**src/rtl/tdm_slot_arbiter.sv**
```systemverilog
// TDM slot arbiter: grants one of four requesters per occurrence of its slot,
// counts grants per channel, and flags illegal ring-counter phase patterns.
module tdm_slot_arbiter #(
  parameter int CNT_W = 8
) (
  input  logic               clk,
  input  logic               rst,
  input  logic [3:0]         phase,
  input  logic [3:0]         req,
  input  logic               clr,
  output logic [3:0]         gnt,
  output logic               busy,
  output logic               err_onehot,
  output logic               err_seq,
  output logic [4*CNT_W-1:0] cnt_flat
);

  function automatic logic is_onehot(input logic [3:0] p);
    return (p != 4'd0) && ((p & (p - 4'd1)) == 4'd0);
  endfunction

  function automatic logic [3:0] rotl1(input logic [3:0] p);
    return {p[2:0], p[3]};
  endfunction

  function automatic logic [CNT_W-1:0] sat_inc(input logic [CNT_W-1:0] c);
    return (c == {CNT_W{1'b1}}) ? c : c + 1'b1;
  endfunction

  logic [3:0]       prev_phase;
  logic             prev_valid;
  logic             slot_used;
  logic [CNT_W-1:0] cnt [4];

  logic             legal;
  logic             occ_start;
  logic             seq_bad;
  logic             used_eff;
  logic [3:0]       gnt_n;
  logic             slot_used_n;
  logic [3:0]       prev_phase_n;
  logic             prev_valid_n;
  logic             err_onehot_n;
  logic             err_seq_n;

  assign busy = |req;

  // Phase qualification, occurrence detection and grant decision
  always_comb begin
    legal        = is_onehot(phase);
    occ_start    = 1'b0;
    seq_bad      = 1'b0;
    used_eff     = slot_used;
    gnt_n        = 4'd0;
    slot_used_n  = slot_used;
    prev_phase_n = prev_phase;
    prev_valid_n = 1'b0;
    if (legal) begin
      occ_start    = !prev_valid || (phase != prev_phase);
      seq_bad      = prev_valid && (phase != prev_phase) && (phase != rotl1(prev_phase));
      used_eff     = occ_start ? 1'b0 : slot_used;
      gnt_n        = used_eff ? 4'd0 : (phase & req);
      slot_used_n  = used_eff || (gnt_n != 4'd0);
      prev_phase_n = phase;
      prev_valid_n = 1'b1;
    end
    // A newly detected error wins over a simultaneous clear
    err_onehot_n = !legal || (err_onehot && !clr);
    err_seq_n    = seq_bad || (err_seq && !clr);
  end

  always_ff @(posedge clk) begin
    if (rst) begin
      gnt        <= 4'd0;
      prev_phase <= 4'd0;
      prev_valid <= 1'b0;
      slot_used  <= 1'b0;
      err_onehot <= 1'b0;
      err_seq    <= 1'b0;
    end else begin
      gnt        <= gnt_n;
      prev_phase <= prev_phase_n;
      prev_valid <= prev_valid_n;
      slot_used  <= slot_used_n;
      err_onehot <= err_onehot_n;
      err_seq    <= err_seq_n;
    end
  end

  // Counters advance while the grant pulse is on the output; clear beats increment
  always_ff @(posedge clk) begin
    for (int k = 0; k < 4; k++) begin
      if (rst || clr)
        cnt[k] <= '0;
      else if (gnt[k])
        cnt[k] <= sat_inc(cnt[k]);
    end
  end

  always_comb begin
    cnt_flat = '0;
    for (int k = 0; k < 4; k++)
      cnt_flat[k*CNT_W +: CNT_W] = cnt[k];
  end

endmodule

```
**config.mk**
```make
export PLATFORM = sky130hd
export DESIGN_NAME = tdm_slot_arbiter
export DESIGN_NICKNAME = d
export VERILOG_FILES = /design/src/rtl/tdm_slot_arbiter.sv
export SDC_FILE = /design/constraint.sdc
export NUM_CORES = 1
export LEC_CHECK = 0
export BUFFER_PORTS_ARGS = -buffer_cell sky130_fd_sc_hd__buf_2
export CAP_MARGIN = 25
export CORE_AREA = 2 2 79 66
export DETAILED_ROUTE_END_ITERATION = 8
export DIE_AREA = 0 0 81 68
export PLACE_DENSITY = 0.74
export RECOVER_POWER = 100
export SETUP_SLACK_MARGIN = 0.3
export SLEW_MARGIN = 10
export SYNTH_ARGS = -nofsm -noshare
export SYNTH_HDL_FRONTEND = slang
export SYNTH_SLANG_ARGS = --single-unit
```
**constraint.sdc**
```tcl
create_clock -name clk -period 1.4 [get_ports clk]
set_clock_uncertainty 0.05 [all_clocks]
set_input_delay 0.14 -clock clk [delete_from_list [all_inputs] [get_ports clk]]
set_output_delay 0.14 -clock clk [all_outputs]
set_load 0.1 [all_outputs]
```
Word-level counts from Yosys, hierarchy flattened
Memories as Yosys holds them, arrays and structs flattened.
Cells that the tools add are included.
- register bits after elaboration: 12
- bits in writable memories: 32
- word-level logic and storage cells: 69
- memories: 1
- $add $sub $neg: 5
- equal/unequal tests: 6
- mux-type cells: 26
- bitwise operators: 7
- reduce and logical (&&, ||, !) cells: 18
- memory list (name ; words ; bits a word ; read ports ; clocked after memory_dff ; write ports ; line ; RTL):
    cnt ; 4 ; 8 ; 4 ; 0 ; 4 ; 33 ; logic [CNT_W-1:0] cnt [4];
- operators by type and width (operator ; number):
    $mux 8 ; 8
    $add 8x1->8 const B ; 4
    $eq 8x8->1 const B ; 4
    $mux 1 ; 17
    $and 4x4->4 ; 2
    $ne 4x4->1 ; 2
    $reduce_bool 4->1 ; 2
    $logic_and 1x1->1 ; 5
    $logic_or 1x1->1 ; 5
    $logic_not 4->1 ; 1
    $mux 4 ; 1
    $or 1x1->1 ; 4
    $reduce_or 4->1 ; 1
    $sub 4x1->4 const B ; 1
    $logic_not 1->1 ; 3
    $reduce_or 2->1 ; 1
    $not 1->1 ; 1

Depth between registers and ports, before layout
- depth in word-level cells: 6
- gate-level depth with buffers: 6
- depth with buffers taken out: 5

Least setup slack after synthesis
OpenSTA, ideal clock, no wires.
- path kind: reg-to-reg
- from: memory cnt[2][0]
- to: memory cnt[2][0] (enable)
- setup time: 0.302 ns
- arrival: 1.818 ns
- slack: -0.770 ns
- cell stages (with the launch flop): 5
- clock period less this slack: 2.170 ns
- cells stage by stage: edfxtp_1 > ha_1 > nand3_1 > o21ai_0 > nand2_1
- RTL lines (element ; line):
    start: declaration ; 33

==> impl_metrics.csv <==
group,metric,value,unit
run_status,outcome,"finished, violations left",
run_status,violated_checks,"setup timing",
die,die_area,5510,sq um
routing,detailroute.via_count,2538,
sta,hold_violations,0,
layout,post-route-cell-area,4440,sq um
critical_path,critical_path_peak_fanout,4,
worst_hold_path,timing.hold.worst.class,"in2reg",
critical_path,critPathRequiredTime,1.49,ns
layout,layout_commonest_cell,"buf_6",
routing,drtPass1Iterations,5,
place,place.detailed.hpwl,3820,um
global_route,grt_usage,28.4,%
global_route,via_count_of_the_first_global_routing_pass,2189,
critical_path,regToRegStartpoint,"cnt[2][1]",
critical_path,crit_arrival,1.66,ns
die,die_y,68,um
clock_network,total_number_of_h_tree_levels,2,
die,num_io_pins,50,
sta,post-route-min-period,1.58,ns
routing,drt_wl_total,10700,um
layout,finish.utilization,93.0,%
synthesis,synth_nets,223,
synthesis,synth.distinct_cells,38,
synthesis,syn-instance-count,208,
clock_network,clock_path_buffers,2,
routing,dr_wl_met2,4980,um
critical_path,worstSetupStartpointType,"register",
die,initial_utilization,46.3,%
layout,nNetsFinal,354,
synthesis,ys_seq_area_share,54.3,%
sta,grt_setup_unrepaired,"yes",
layout,layout_common_cells,"buf_6, buf_12, buf_4",
power,power_leakage,1.75,nW
job,maxCapViolCount,0,
layout,synthToLayoutAreaGrowth,101,%
sta,postLayoutSetupSlackWorst,-0.176,ns
place,place.gp.congestion,0.805,
layout,insertedDiodeCount,0,
critical_path,path_class,"reg2reg",
routing,m1_wl,4030,um
clock_network,cts_tree,"built",
clock_network,cts_made_buffers,5,
worst_hold_path,hold_path_startpoint,"rst",
power,power.ir.vdd_worst,901,uV
sta,worst_pin_slew,0.355,ns
synthesis,avgSynthCellArea,10.6,sq um
place,placement.cell_area,3010,sq um
sta,clock.fmax,635,MHz
clock_network,cts_root_buf,"clkbuf_8",
global_route,grt-ovfl-total,0,
layout,num-fill-cells,134,
die,placeableCoreArea,4780,sq um
routing,detailedRoute.firstIterationViolations,214,
sta,setup_viol,58,
synthesis,syn_area,2210,sq um
synthesis,yosys_register_bits,44,
sta,maxSlewHeadroom,76.2,%
power,power_density,824,nW/um^2
global_route,grt_max_degree,16,
sta,post-route-period-util,113,%
clock_network,worst_setup_hold_path_clk_slew,0.08,ns
synthesis,yosysWarnings,0,
routing,drt_drc,0,
place,portBuffers,49,
sta,final-max-slew-violation-count,0,
routing,routed_via_density,6.31,
clock_network,numClockSinks,44,
layout,share_of_layout_cells_above_drive_strength_1,61.5,%
critical_path,crit_path_start,"cnt[2][1]",
clock_network,clk_latency,0.32,ns
routing,detail-route-antenna-nets,0,
die,number_of_core_rows,23,
routing,detailroute.wirelength.met3,1160,um
global_route,first_pass_grt_wire_length,11400,um
routing,top_layer,"met4",
critical_path,end_kind,"register",
routing,routed_length_per_placed_instance,26.6,um
global_route,antenna_found_initial,0,
die,fp.dieW,81,um
## per-stage QoR
stage                     instances  power (mW)  setup WS [ns]  hold WS, ns  setup TNS (ns)
after floorplan                 208        2.05         -0.665        0.225          -32.78
after global placement          345        2.26         0.0328        0.368               0
after detailed placement        345        2.27        -0.0126        0.360         -0.0323
after CTS                       382        3.47        -0.0135       0.0549         -0.0135
after global routing            402        3.72         -0.217       0.0763           -5.27
final                           402        3.66         -0.176       0.0721           -3.91
## power breakdown
part	switching [mW]	internal [mW]	total [mW]
registers	0.0869	1.45	1.53
clock network	0.508	0.538	1.05
logic	0.642	0.436	1.08
total	1.24	2.42	3.66
## worst max-delay path, stage by stage, from the launching register on
cell	delay, ns
edfxtp_1	0.50
ha_4	0.21
nand3_4	0.12
or3_1	0.34
a21oi_1	0.19
## timing repair
item | in CTS | in global routing
resized for setup | 181 | 44
hold buffers | 0 | 0
pin swaps | 49 | 38
setup endpoints to repair | 105 | 103
buffers inserted | 29 | 20
hold endpoints to repair | 0 | 0
## layout make-up
type | count | area, sq um | share of cell area [%]
tap | 62 | 77.6 | 1.75
inverter | 3 | 11.3 | 0.254
multi-input combinational | 155 | 1380 | 31.1
timing repair buffer | 130 | 1630 | 36.7
clock inverter | 3 | 47.5 | 1.07
clock buffer | 5 | 68.8 | 1.55
sequential | 44 | 1220 | 27.5
## cell usage after synthesis
| cell | n | area, sq um |
|---|---|---|
| and3_1 | 9 | 56.3 |
| nor2_1 | 30 | 113 |
| and4b_1 | 1 | 10.0 |
| edfxtp_1 | 32 | 961 |
| xor2_2 | 1 | 16.3 |
| xor2_1 | 18 | 158 |
| a21oi_1 | 8 | 40.0 |
| buf_4 | 1 | 7.51 |
| buf_6 | 1 | 11.3 |
| or4_1 | 1 | 7.51 |
| o32ai_1 | 1 | 8.76 |
| ha_1 | 4 | 50.1 |
| clkbuf_1 | 2 | 7.51 |
| or3_1 | 5 | 31.3 |
| a32o_1 | 1 | 10.0 |
| nor3_1 | 4 | 20.0 |
| nand2_1 | 20 | 75.1 |
| nor4_2 | 1 | 12.5 |
| maj3_1 | 1 | 10.0 |
| nor4b_1 | 1 | 8.76 |
| dfxtp_1 | 12 | 240 |
| and2_1 | 2 | 12.5 |
| nor2b_1 | 1 | 6.26 |
| and4_1 | 2 | 17.5 |
| a211oi_1 | 1 | 7.51 |
| inv_2 | 1 | 3.75 |
| or2_4 | 1 | 8.76 |
| nor4b_2 | 1 | 15.0 |
| xnor2_1 | 10 | 87.6 |
| buf_2 | 2 | 10.0 |
| nand3_1 | 13 | 65.1 |
| mux2i_1 | 1 | 10.0 |
| a211oi_2 | 1 | 12.5 |
| a31o_2 | 1 | 8.76 |
| nand4_1 | 4 | 25.0 |
| inv_1 | 2 | 7.51 |
| a41oi_1 | 1 | 8.76 |
| o21ai_0 | 10 | 50.1 |
## kinds of logic after synthesis
| group | count (synthesis) | share of synthesized area (%) |
|---|---|---|
| and+or+nand+nor | 96 | 21.9 |
| DFF | 44 | 54.3 |
| xor gates and xnor gates | 29 | 11.8 |
| AOI/OAI and AO/OA | 24 | 6.62 |
| buffers and inverters | 9 | 2.15 |
| adders and majority gates | 5 | 2.72 |
| muxes | 1 | 0.453 |
## per-layer routing
metal | up-vias | track usage [%]
met5 | - | 0
met4 | 0 | 10.4
met3 | 58 | 6.86
met1 | 1252 | 36.0
li1 | 1008 | -
met2 | 220 | 47.7
## sequential cells by signal, summed over array words and instances (netlist names)
register    cells
cnt            32
err_onehot      1
err_seq         1
gnt             4
prev_phase      4
prev_valid      1
slot_used       1
## final timing paths
| kind | to | slack [ns] | depth (start not counted) |
|---|---|---|---|
| setup / recovery | cnt[2][6] | -0.18 | 4 |
| hold / removal | prev_phase[2] | 0.07 | 2 |
| setup reg to reg | cnt[2][6] | -0.18 | 4 |
| hold reg to reg | err_onehot | 0.46 | 2 |
(Power assumes the default switching activity.)
